### config.mk
export PLATFORM = sky130hd
export DESIGN_NAME = pc_inc_adder
export DESIGN_NICKNAME = d
export VERILOG_FILES = /design/src/rtl/pc_inc_adder.sv
export SDC_FILE = /design/constraint.sdc
export NUM_CORES = 1
export LEC_CHECK = 0
export ABC_AREA = 1
export CAP_MARGIN = 20
export CORE_MARGIN = 5
export CORE_UTILIZATION = 30
export DETAILED_ROUTE_END_ITERATION = 8
export DONT_BUFFER_PORTS = 1
export GPL_TIMING_DRIVEN = 1
export PLACE_DENSITY = 0.49
export SYNTH_ARGS = -nofsm -noshare
export SYNTH_HDL_FRONTEND = slang
export SYNTH_SLANG_ARGS = --single-unit
export TNS_END_PERCENT = 5
### constraint.sdc
create_clock -name clk -period 1.5 [get_ports clk]
set_input_delay 0.375 -clock clk [delete_from_list [all_inputs] [get_ports clk]]
set_output_delay 0.375 -clock clk [all_outputs]
set_load 0.05 [all_outputs]
### src/rtl/pc_inc_adder.sv
`default_nettype none
// ============================================================================
// pc_inc_adder : IF-stage PC + INC with wrap/misalign flags, registered copy
//                and enabled-increment counter.
// Revision     : 1.0  initial release
// ============================================================================
module pc_inc_adder #(
  parameter int XLEN  = 32,
  parameter int INC   = 4,
  parameter int CNT_W = 32
) (
  input  logic             clk,
  input  logic             rst,
  input  logic [XLEN-1:0]  PC_out,
  input  logic             en,
  output logic [XLEN-1:0]  inc_pc,
  output logic             wrap,
  output logic             misaligned,
  output logic [XLEN-1:0]  inc_pc_q,
  output logic             inc_valid_q,
  output logic [CNT_W-1:0] inc_count
);

  localparam logic [XLEN:0]    C_INC_EXT = (XLEN+1)'(INC);
  localparam logic [CNT_W-1:0] C_CNT_ONE = CNT_W'(1);

  logic [XLEN:0]    w_sum;
  logic [XLEN-1:0]  inc_pc_d;
  logic             inc_valid_d;
  logic [CNT_W-1:0] inc_count_d;
  logic [CNT_W-1:0] inc_count_q;

  // Carry-out of the XLEN+1-bit unsigned add is the wrap flag.
  assign w_sum      = {1'b0, PC_out} + C_INC_EXT;
  assign inc_pc     = w_sum[XLEN-1:0];
  assign wrap       = w_sum[XLEN];
  assign misaligned = |PC_out[1:0];

  always_comb begin
    inc_pc_d    = inc_pc_q;
    inc_valid_d = en;
    inc_count_d = inc_count_q;
    if (en) begin
      inc_pc_d    = inc_pc;
      inc_count_d = inc_count_q + C_CNT_ONE;
    end
  end

  always_ff @(posedge clk) begin
    if (rst) begin
      inc_pc_q    <= '0;
      inc_valid_q <= 1'b0;
      inc_count_q <= '0;
    end else begin
      inc_pc_q    <= inc_pc_d;
      inc_valid_q <= inc_valid_d;
      inc_count_q <= inc_count_d;
    end
  end

  assign inc_count = inc_count_q;

endmodule
`default_nettype wire

==> flow_metrics.py <==
metrics = {
    "die": {
        "start_util_pct": 30.5,
        "dieHeight_um": 126,
        "num_rows": 42,
        "dieWidth_um": 126,
        "core_area_mm2": 0.0132,
        "dieArea_mm2": 0.0159,
        "pin_count": 134,
    },
    "sta": {
        "tightest_slew_ns": 0.565,
        "skew_ns": 0.00832,
        "fin_crit_ns": 1.86,
        "fin_setup_tns_ns": -5.78,
        "setup_ws_ns": -0.364,
        "fmax_ghz": 0.536,
        "fin_crit_sh_pct": 124,
        "holdWs_ns": 0.105,
        "slew-limit-headroom_pct": 62.3,
        "drv_slew": 0,
        "rsz0062_at_grt": "yes",
        "finalSetupViolCount": 27,
        "hold_violations": 0,
    },
    "setup_path": {
        "path_buf_inv": 3,
        "critPathRequiredTime_ns": 1.12,
        "crit_cells": 9,
        "critPathKind": "input port to primary output",
        "r2r_start": "inc_count[1]$_SDFFE_PP0P_",
        "worstPathArrival_ns": 1.49,
        "crit_start": "PC_out[3]",
        "slowest_stage": "buf_12",
        "r2r_slack_ns": 0.05,
        "rr_endpoint": "inc_count[18]$_SDFFE_PP0P_",
        "endpoint": "inc_pc[12]",
        "r2r_cells": 8,
        "startpoint_type": "input port",
        "cp_top_family": "buffers and inverters",
        "path_cells": "ha_4 > nand2_4 > nor2_4 > buf_6 > nand2_8 > buf_4 > o21ai_1 > nand2_1 > buf_12",
        "setup.worst_path.end_class": "primary output",
        "crit_fanout": 5,
        "crit_path_max_incr_delay_ns": 0.18,
    },
    "yosys": {
        "synth_area_mm2": 0.00404,
        "synthTopCellsByArea": "dfxtp_1, nand2_1, nor2_1",
        "syn_nets": 704,
        "synth.ff_latch_count": 65,
        "yosysWarnings": 0,
        "synth-seq-area-share_pct": 32.2,
        "yosys.area.top_type": "dfxtp_1",
        "synth_top_cell_area_share_pct": 32.2,
        "avgSynthCellArea_um2": 6.05,
        "netlist_instances": 667,
        "synth.distinct_cells": 31,
    },
    "global_routing": {
        "first_global_vias": 4340,
        "antenna_found_initial": 0,
        "grt_max_degree": 63,
        "grt-ovfl-total": 0,
        "grt_usage_pct": 17.2,
        "grt_pass1_wl_um": 21900,
    },
    "final_layout": {
        "layout_common_cells": "nand2_1, nor2_1, buf_4",
        "syn_to_final_growth_pct": 50.2,
        "utilization_pct": 45.8,
        "antennaDiodeCount": 0,
        "layout_commonest_cell": "nand2_1",
        "drive_gt1_share_pct": 30.2,
        "fin_nets": 823,
    },
    "clocking": {
        "cts.path.max_buffers": 2,
        "numCtsBuffers": 9,
        "cts_tree": "yes",
        "cts-root-buf": "clkbuf_16",
        "clk_latency_ns": 0.34,
        "cts_sinks": 65,
        "path_clk_slew_ns": 0.06,
        "ctsHtreeMaxLevel": 3,
    },
    "placement": {
        "hpwl_um": 10800,
        "gp_routability_congestion": 0.890,
        "port_buffers": 0,
    },
    "route": {
        "routed_wl_um": 13700,
        "via_count": 4456,
        "detail_route.wl_per_cell_um": 14.2,
        "drc": 0,
        "ant_nets": 0,
        "post_drt_via_cell_ratio": 4.61,
        "drt_first_iter_violations": 219,
        "drtPass1Iterations": 4,
    },
    "pwr": {
        "power_w": 0.00506,
        "peakVddDrop_mv": 0.459,
        "power_density_mw_per_mm2": 834,
        "p_leak_nw": 2.93,
    },
    "min_path": {
        "hold_class": "input port to register",
        "hp-start": "rst",
    },
    "flow_run": {
        "drv_cap": 0,
    },
    "status": {
        "violations": "negative setup slack",
        "outcome": "finished with violations",
    },
}
sequential cells by signal, indices dropped and copies added, names as in the netlist:
signal,count
inc_pc_q,32
inc_count,32
inc_valid_q,1
power breakdown:
group / switching, W / internal (W) / leakage (nW)
clock: 0.000768 / 0.00142 / 0.153
sequential: 0.000202 / 0.00180 / 0.533
combinational: 0.000514 / 0.000356 / 2.25
total: 0.00148 / 0.00357 / 2.93
area by class of cell:
| type | count | area, µm² |
|---|---|---|
| Tap cell | 176 | 220 |
| Clock inverter | 2 | 35.0 |
| Inverter | 94 | 353 |
| Fill cell | 1383 | 7180 |
| Clock buffer | 14 | 274 |
| Multi-Input combinational cell | 490 | 2590 |
| Sequential cell | 65 | 1300 |
| Timing Repair Buffer | 126 | 1290 |
how the worst min path moves through the flow:
stage,to,slack [ns],depth (start not counted)
after global placement,inc_count[29]$_SDFFE_PP0P_,0.45,1
after CTS,inc_count[29]$_SDFFE_PP0P_,0.08,1
after detailed placement,inc_count[29]$_SDFFE_PP0P_,0.45,1
final,inc_count[29]$_SDFFE_PP0P_,0.11,1
after floorplan,inc_pc_q[2]$_SDFFE_PP0P_,0.47,1
after global routing,inc_count[29]$_SDFFE_PP0P_,0.08,1
Yosys cell counts (all sizes together):
cell type,instances
nand4,8
o21bai,3
nand2,187
nand3,44
nor2,175
a21oi,10
xnor2,4
inv,94
dfxtp,65
or2,1
clkbuf,9
and2,1
nand3b,2
nor3,8
ha,2
xor2,9
buf,9
nor4,1
o21ai,35
worst register-to-register path, stage by stage (launching register included):
cell and delay [ns]:
dfxtp_2 0.34, ha_2 0.20, nand3_1 0.17, nor3_2 0.20
nand2_1 0.14, nor2_1 0.15, nand2_1 0.06, nand2_1 0.06
nor2_1 0.04
logic make-up after synthesis:
logic type / count (synthesis) / share of synthesized area [%]
adder cells (fa/ha/maj): 2 / 0.620
flip-flops: 65 / 32.2
XOR/XNOR: 13 / 2.82
AND/OR/NAND/NOR: 427 / 47.3
AO/OA/AOI/OAI: 48 / 6.23
buffers and inverters: 112 / 10.8
through the flow:
step / area [µm²] / cells / setup WS [ns]
6_report: 6060 / 967 / -0.364
5_1_grt: 6060 / 967 / -0.430
4_1_cts: 5950 / 966 / -0.379
3_5_place_dp: 5480 / 945 / -0.379
3_3_place_gp: 5480 / 945 / -0.375
2_1_floorplan: 4120 / 667 / -0.469
what timing repair did:
item,in CTS,in global routing
buffers inserted,5,1
hold buffers,0,0
resized for setup,26,32
pin swaps,14,13
setup endpoints to repair,30,42
per-layer routing:
metal | part of all wire, % | GRT usage, % | up-vias
met1 | 38 | 18.1 | 2033
met4 | 1.8 | 4.73 | 0
met2 | 49 | 29.9 | 127
met3 | 11 | 9.23 | 18
li1 | - | - | 2278
met5 | 0 | 0 | -
No activity file was read; power rests on OpenSTA's default activity.
